`src/rtl/adder_memory_tally_4bit_if.sv`:
```
// ============================================================================
// adder_memory_tally_4bit_if : ballot-side and display-side signals of the tally
// Rev 1.0
// ============================================================================
`default_nettype none

interface adder_memory_tally_4bit_if;
    logic [3:0] candidate_number;
    logic       vote_cast;
    logic [3:0] rd_candidate;
    logic [3:0] candidate_out;
    logic [3:0] vote_count;
    logic [3:0] rd_count;
    logic       overflow;

    modport master (
        output candidate_number, vote_cast, rd_candidate,
        input  candidate_out, vote_count, rd_count, overflow
    );

    modport slave (
        input  candidate_number, vote_cast, rd_candidate,
        output candidate_out, vote_count, rd_count, overflow
    );
endinterface

`default_nettype wire

```
`src/rtl/adder_memory_tally_4bit.sv`:
```
// ============================================================================
// adder_memory_tally_4bit : 16-candidate 4-bit vote tally (ripple adder + regs)
// Optional macro TALLY_SATURATE_EN: hold a count at 15 instead of wrapping.
// Rev 1.0
// ============================================================================
`default_nettype none

module full_adder (
    input  wire logic a,
    input  wire logic b,
    input  wire logic cin,
    output logic      s,
    output logic      cout
);
    assign s    = a ^ b ^ cin;
    assign cout = (a & b) | (cin & (a ^ b));
endmodule

module adder_4bit (
    input  wire logic [3:0] a,
    input  wire logic [3:0] b,
    output logic      [3:0] sum,
    output logic            carry_out
);
    logic [4:0] w_carry;

    assign w_carry[0] = 1'b0;

    generate
        for (genvar i = 0; i < 4; i++) begin : g_fa
            full_adder u_fa (
                .a    (a[i]),
                .b    (b[i]),
                .cin  (w_carry[i]),
                .s    (sum[i]),
                .cout (w_carry[i+1])
            );
        end
    endgenerate

    assign carry_out = w_carry[4];
endmodule

module tally_reg_4bit (
    input  wire logic       clk,
    input  wire logic       rst_n,
    input  wire logic       write_enable,
    input  wire logic [3:0] data_in,
    output logic      [3:0] data_out
);
    logic [3:0] r_data;

    always_ff @(posedge clk or negedge rst_n) begin
        if (!rst_n) begin
            r_data <= 4'd0;
        end else if (write_enable) begin
            r_data <= data_in;
        end
    end

    assign data_out = r_data;
endmodule

module adder_memory_tally_4bit (
    input  wire logic clk,
    input  wire logic rst_n,
    adder_memory_tally_4bit_if.slave bus
);
    localparam int C_ENTRIES = 16;

    logic [3:0]           w_mem [C_ENTRIES];
    logic [C_ENTRIES-1:0] w_we;
    logic [3:0]           w_addend;
    logic [3:0]           w_sum;
    logic                 w_carry;
    logic                 w_block;
    logic [3:0]           w_cand;
    logic                 r_overflow;

    assign w_addend = bus.vote_cast ? 4'd1 : 4'd0;

    adder_4bit u_adder (
        .a         (w_mem[bus.candidate_number]),
        .b         (w_addend),
        .sum       (w_sum),
        .carry_out (w_carry)
    );

`ifdef TALLY_SATURATE_EN
    // A carry means the entry is already 15: drop the write so it sticks there.
    assign w_block = w_carry;
`else
    assign w_block = 1'b0;
`endif

    generate
        for (genvar i = 0; i < C_ENTRIES; i++) begin : g_tally
            assign w_we[i] = bus.vote_cast & ~w_block &
                             (bus.candidate_number == 4'(i));

            tally_reg_4bit u_entry (
                .clk          (clk),
                .rst_n        (rst_n),
                .write_enable (w_we[i]),
                .data_in      (w_sum),
                .data_out     (w_mem[i])
            );
        end
    endgenerate

    // The candidate latch updates on every vote, saturated or not.
    tally_reg_4bit u_cand (
        .clk          (clk),
        .rst_n        (rst_n),
        .write_enable (bus.vote_cast),
        .data_in      (bus.candidate_number),
        .data_out     (w_cand)
    );

    always_ff @(posedge clk or negedge rst_n) begin
        if (!rst_n) begin
            r_overflow <= 1'b0;
        end else begin
            r_overflow <= bus.vote_cast & w_carry;
        end
    end

    assign bus.candidate_out = w_cand;
    assign bus.vote_count    = w_mem[w_cand];
    assign bus.rd_count      = w_mem[bus.rd_candidate];
    assign bus.overflow      = r_overflow;
endmodule

`default_nettype wire

```
`src/flat_wrapper.sv`:
```
// flat-port wrapper written by rule: the top's interface ports become plain ports
module adder_memory_tally_4bit_flat 
  (clk, rst_n, bus_candidate_number, bus_vote_cast, bus_rd_candidate, bus_candidate_out, bus_vote_count, bus_rd_count, bus_overflow);
  adder_memory_tally_4bit_if bus_i ();
  input  wire logic clk;
  input  wire logic rst_n;
  input wire logic [$bits(bus_i.candidate_number)-1:0] bus_candidate_number;
  input wire logic [$bits(bus_i.vote_cast)-1:0] bus_vote_cast;
  input wire logic [$bits(bus_i.rd_candidate)-1:0] bus_rd_candidate;
  output wire logic [$bits(bus_i.candidate_out)-1:0] bus_candidate_out;
  output wire logic [$bits(bus_i.vote_count)-1:0] bus_vote_count;
  output wire logic [$bits(bus_i.rd_count)-1:0] bus_rd_count;
  output wire logic [$bits(bus_i.overflow)-1:0] bus_overflow;
  assign bus_i.candidate_number = bus_candidate_number;
  assign bus_i.vote_cast = bus_vote_cast;
  assign bus_i.rd_candidate = bus_rd_candidate;
  assign bus_candidate_out = bus_i.candidate_out;
  assign bus_vote_count = bus_i.vote_count;
  assign bus_rd_count = bus_i.rd_count;
  assign bus_overflow = bus_i.overflow;
  adder_memory_tally_4bit u_core (.clk(clk), .rst_n(rst_n), .bus(bus_i));
endmodule
```
`config.mk`:
```
export PLATFORM = sky130hd
export DESIGN_NAME = adder_memory_tally_4bit_flat
export DESIGN_NICKNAME = d
export VERILOG_FILES = /design/src/rtl/adder_memory_tally_4bit_if.sv /design/src/rtl/adder_memory_tally_4bit.sv /design/src/flat_wrapper.sv
export SDC_FILE = /design/constraint.sdc
export NUM_CORES = 1
export LEC_CHECK = 0
export CORE_MARGIN = 4
export CORE_UTILIZATION = 55
export CTS_BUF_LIST = sky130_fd_sc_hd__clkbuf_4 sky130_fd_sc_hd__clkbuf_8 sky130_fd_sc_hd__clkbuf_16
export DETAILED_ROUTE_END_ITERATION = 6
export PLACE_DENSITY = 0.77
export SYNTH_ARGS = -nofsm -noshare
export SYNTH_HDL_FRONTEND = slang
export SYNTH_SLANG_ARGS = --single-unit
```
`constraint.sdc`:
```
create_clock -name clk -period 2.6 [get_ports clk]
set_clock_uncertainty 0.05 [all_clocks]
set_input_delay 0.52 -clock clk [delete_from_list [all_inputs] [get_ports clk]]
set_output_delay 0.52 -clock clk [all_outputs]
set_load 0.005 [all_outputs]
```
# Word-level counts from Yosys, hierarchy flattened
# Cells that the tools add are included.
word_totals:
  reg_bits: 69
  inputBits: 11
  out_inout_bits: 13
  elab_cells: 84
classes:
  n_lt_le_gt_ge: 3
  n_eq_ne: 15
  muxes: 10
  n_bitwise: 37
  n_reduce_logical: 1
op_table:
  columns: ["cell", "n"]
  rows:
  - ["$bmux 4 s4", 3]
  - ["$eq 4x4->1 const B", 8]
  - ["$mux 4", 6]
  - ["$and 1x1->1", 21]
  - ["$eq 4x3->1 const B", 4]
  - ["$ge 5x5->1 const B", 3]
  - ["$not 4->5", 3]
  - ["$eq 4x2->1 const B", 2]
  - ["$eq 4x1->1 const B", 1]
  - ["$logic_not 4->1", 1]
  - ["$xor 1x1->1", 4]
  - ["$and 1x1->1 const B", 3]
  - ["$or 1x1->1", 3]
  - ["$xor 1x1->1 const B", 3]
  - ["$mux 1", 1]

# Longest topological paths before layout
depth:
  depth_word: 12
  ltp_mapped: 11
  mapped_depth_nobuf: 8

# Cells and area by module
# A second synthesis with hierarchy kept.
hier_totals:
  hier_cells: 287
  area_unflattened_um2: 4249.1
modules_own_cells:
  columns: ["mod", "instances", "cells_per_inst", "area_per_inst_um2", "seq_area_each_um2"]
  rows:
  - ["tally_reg_4bit", 17, 8, 145.1, 100.1]
  - ["adder_memory_tally_4bit", 1, 146, 1697.9, 25.0]
  - ["full_adder", 4, 1, 20.0, 0.0]
  - ["adder_4bit", 1, 1, 3.8, 0.0]

# Worst setup path after synthesis
# No wires, ideal clock.
synth_path:
  path_kind: "input -> register"
  start: "input bus_candidate_number[1]"
  end: "register u_core.g_tally[0].u_entry.r_data[3]"
  setup_time_ps: 128
  t_arrival_ps: 2836
  required_time_ps: 2422
  setup_slack_ps: -413
  cell_stages: 11
  n_path_buf: 3
  cell_sequence: "buf_2 buf_2 mux4_2 a22oi_1 nand3_1 ha_1 ha_1 ha_1 ha_1 clkbuf_1 mux2_1"
synth_between:
  elab_chain_cells: 10
  word_cells_on_any_way: 17
  classes_between: "mux (3); bitwise (13); reduce/logical (1)"
synth_lines:
  columns: ["item", "line_no", "rtl"]
  rows:
  - ["start, declared", "flat_wrapper.sv:7", "input wire logic [$bits(bus_i.candidate_number)-1:0] bus_candidate_number;"]
  - ["$not 4->5 (not written as such) *", "adder_memory_tally_4bit.sv:83", ".a (w_mem[bus.candidate_number]),"]
  - ["$bmux 4 s4 *", "adder_memory_tally_4bit.sv:83", null]
  - ["$mux 4 (not written as such) * (2 in a row)", "adder_memory_tally_4bit.sv:83", null]
  - ["$and 1x1->1 or $xor 1x1->1 (tied branches)", "adder_memory_tally_4bit.sv:16", "assign cout = (a & b) | (cin & (a ^ b));"]
  - ["$and 1x1->1", "adder_memory_tally_4bit.sv:16", null]
  - ["$or 1x1->1", "adder_memory_tally_4bit.sv:16", null]
  - ["$and 1x1->1", "adder_memory_tally_4bit.sv:16", null]
  - ["$or 1x1->1", "adder_memory_tally_4bit.sv:16", null]
  - ["$xor 1x1->1 *", "adder_memory_tally_4bit.sv:15", "assign s = a ^ b ^ cin;"]
  - ["via u_core.u_adder.g_fa[3].u_fa.s", "adder_memory_tally_4bit.sv:12", "output logic s,"]
  - ["end signal, assigned", "adder_memory_tally_4bit.sv:57", "r_data <= data_in;"]
  - ["end, declared", "adder_memory_tally_4bit.sv:51", "logic [3:0] r_data;"]
# Mark *: on every way through the listed nets, which the timed path passes. The rest lies on a longest branch. The select of a mux whose other input is x is not followed.
# A chain may end at the register's enable or synchronous reset.

# Worst setup path after layout
layout_path:
  start: "input bus_candidate_number[0]"
  end: "register u_core.g_tally[0].u_entry.r_data[3]"
# Same word-level chain as after synthesis.

==> metrics.md <==
| Metric | Value |
|---|---|
| Routed wire length per instance | `approximately 25 um` |
| Sw Ratio | `0.311` |
| Clk root buf | `clkbuf_8` |
| Fin area | `0.00539 mm2` |
| FP Rows | `32` |
| Seq/Total Area, Yosys | `0.395` |
| PwrDens | `709 mW/mm2` |
| Crit path DAT | `2.74 ns` |
| Worst EP required | `2.79 ns` |
| Rel. slew slack | `0.664` |
| Pins Over Slew Limit | `0` |
| Least-Margin Pin Slew | `between 0.5 and 0.6 ns` |
| N_diodes | `0` |
| Tot GR Track Use | `0.255` |
| Final core occ | `0.697` |
| NumNets Final | `~370` |
| Final setup vio count | `0` |
| DRT Wirelength | `between 10,000 and 15,000 um` |
| Die area | `0.00944 mm2` |
| RSZ-0062 raised after global routing | `yes` |
| Logic pwr share | `0.319` |
| Drt drc | `0` |
| Total leakage power | `2.39 nW` |
| Part of the cycle the worst path needs | `0.978` |
| Power share of the clock group | `0.267` |
| H-tree depth | `3` |
| Multi-input gate area | `around 0.0025 mm2` |
| # port buffers | `23` |
| Syn_area_per_cell | `about 15 um2` |
| DPL Wire Length | `8000 um` |
| DP Cell Count | `approximately 430` |
| Netlist Area Pre-Place | `approximately 0.0044 mm2` |
| Max cap viols | `0` |
| Die W | `between 90 and 100 um` |
| First-pass GRT wire length | `18,300 um` |
| FILL cells | `about 530` |
| Longest Clk Path Bufs | `2` |
| Fin Setup TNS | `0 ns` |
| Crit-path max FO | `5` |
| Syn. warnings | `0` |
| Vias in the first global route | `between 3,000 and 4,000` |
| Status | `complete, no violations` |
| Largest net degree at the start of global routing | `70` |
| Startpoint types | `primary input` |
| # clock sinks | `about 70` |
| Final non-filler cell total | `between 400 and 500` |
| Core box area | `between 0.007 and 0.008 mm2` |
| Share of layout cells above drive strength 1 | `0.568` |
| Post-detailed-route count of antenna-violating nets | `0` |
| Register area | `0.00173 mm2` |
| WS Path Type | `primary input to flip-flop` |
| Clock-pin slew on the worst setup and hold paths | `roughly 0.080 ns` |
| Post-Syn Nets | `between 300 and 400` |
| Worst-skew pair later-pin latency | `roughly 0.35 ns` |
| # hold bufs at CTS | `0` |
| P&R area growth vs syn | `23.3%` |
| Smallest setup slack after layout | `around 0.056 ns` |
| Fmax | `between 300 and 400 MHz` |
| Starting density of the core | `0.566` |
| Int Pwr | `~2.6 mW` |
| Vias per std cell | `approximately 6.7` |
| Worst hold path type | `primary input to async pin` |
| Sequential power share | `0.414` |
| Post-place setup slack | `-0.660 ns` |
| Initial antenna violation count | `0` |
| Number of buffers created by CTS | `9` |
| Final Wtd Congestion | `slightly above 1` |
| Initial detailed-routing violation count | `235` |
| Max IR drop VDD | `approximately 0.00054 V` |
| Cell Area, Placed | `0.00499 mm2` |
| Total congestion overflow | `0` |
| CTS tree | `built` |
| Flop and latch count out of synthesis | `69` |
| Num ports | `24` |
| R2R Path Start | `u_core.g_tally[3].u_entry.data_out[0]` |
| Total number of vias | `~3,100` |
| Synth Instances | `290` |
| Crit. End Element | `flip-flop` |
| Fin crit period | `between 2 and 3 ns` |
| Critical Path Start | `bus_candidate_number[0]` |
| Detailed Routing Iterations Pass 1 | `7` |
| Switch Pwr | `roughly 1.2 mW` |
| Synth unique cells | `25` |
| Die height | `~97 um` |
| Final hold vios | `0` |
[cell usage in the layout (no fill, tap or decap), types with 2 or more instances in the layout]
cell type and count:
buf_12 9, mux2_1 13, nor2_1 4, clkdlybuf4s15_1 2, clkinvlp_4 3, mux4_1 6, nand2b_4 3, a22oi_2 11
nand3_2 2, clkdlybuf4s50_1 9, buf_6 5, mux2_2 48, buf_4 35, nor2_2 8, nand2_1 13, nand3_1 23
clkbuf_2 3, ha_4 3, dfrtp_1 68, dlygate4sd2_1 2, nand2b_1 4, and2b_1 3, buf_2 5, nand3b_1 2
nor2b_1 4, mux4_2 42, bufinv_16 2, mux2_4 7, clkbuf_8 11
[metal layers]
layer / global-route usage / vias up / part of all wire
met4: 0.0626 / 0 / 0.028
met3: 0.0639 / 31 / 0.088
met2: 0.402 / 192 / 0.49
li1: - / 1283 / -
met1: 0.359 / 1580 / 0.40
met5: 0 / - / 0
[synth_stat cells]
cell,instances,area [um2]
a22oi_1,12,90.1
nor2_1,4,15.0
nor2_2,8,50.1
and2_1,1,6.26
clkbuf_1,5,18.8
buf_6,3,33.8
buf_2,6,30.0
nand2_1,13,48.8
mux2_1,16,180
dfrtp_1,69,1730
mux4_2,19,428
nand3b_1,2,15.0
nand3_1,25,125
mux2_2,52,586
buf_4,3,22.5
nand2b_4,3,41.3
nor2b_1,4,25.0
and2b_1,3,22.5
nor3b_2,1,12.5
nand2b_1,4,25.0
ha_1,4,50.1
nand2_2,1,6.26
mux4_1,29,762
nor2_4,1,11.3
buf_12,2,40.0
[final cells by class]
type | count | area share
Sequential cell | 69 | 0.321
Clock inverter | 5 | 0.0153
Clock buffer | 11 | 0.0281
Timing Repair Buffer | 74 | 0.140
Multi-Input combinational cell | 202 | 0.472
Tap cell | 102 | 0.0237
[metrics by stage]
stage / total power [mW] / hold WS, ns
after global placement: 2.65 / 0.459
after floorplan: 2.26 / 0.174
final: 3.82 / 0.131
after global routing: 3.99 / 0.146
after detailed placement: 2.71 / 0.479
after CTS: 3.79 / 0.139
[state kept, by name, indices dropped and copies added, names as in the netlist]
signal / flops
u_core.u_cand.data_out: 4
u_core.g_tally.u_entry.data_out: 64
u_core.bus.overflow: 1
[power groups by stage]
stage	Combinational (mW)	Clock (mW)	Sequential (mW)
after CTS	1.19	1.03	1.57
after detailed placement	1.12	0	1.58
after global routing	1.29	1.08	1.62
after floorplan	0.789	0	1.47
after global placement	1.10	0	1.56
final	1.22	1.02	1.58
[cell families after synthesis]
| group | Yosys count | share of synthesized area |
|---|---|---|
| flops | 69 | 0.395 |
| fa+ha+maj | 4 | 0.0114 |
| compound gates | 12 | 0.0206 |
| mux | 116 | 0.447 |
| simple gates | 70 | 0.0924 |
| buf+inv | 19 | 0.0332 |
[path summary, 6_finish.rpt]
kind / endpoint / slack [ns] / cells after the start
max: u_core.g_tally[0].u_entry.data_out[3] / 0.06 / 11
min: u_core.g_tally[7].u_entry.data_out[2] / 0.13 / 2
max reg2reg: u_core.g_tally[0].u_entry.data_out[3] / 0.08 / 9
min reg2reg: u_core.g_tally[2].u_entry.data_out[0] / 0.51 / 1
max in group asynchronous: u_core.u_cand.data_out[0] / 2.06 / 2
min in group clk: u_core.g_tally[2].u_entry.data_out[0] / 0.51 / 1
[worst max-delay path: stages]
cell and delay, ns:
buf_4 0.11, bufbuf_16 0.26, mux4_2 0.49, nand2_1 0.09, nand3_1 0.08, ha_2 0.21, ha_4 0.16, ha_4 0.15
ha_4 0.24, buf_12 0.14, mux2_4 0.27
[what timing repair did]
item	CTS	global route
gates cloned	2	0
pin swaps	17	12
gates resized for setup	70	17
setup buffers	8	3
endpoints found under the setup margin	42	20
(Power assumes the default switching activity.)
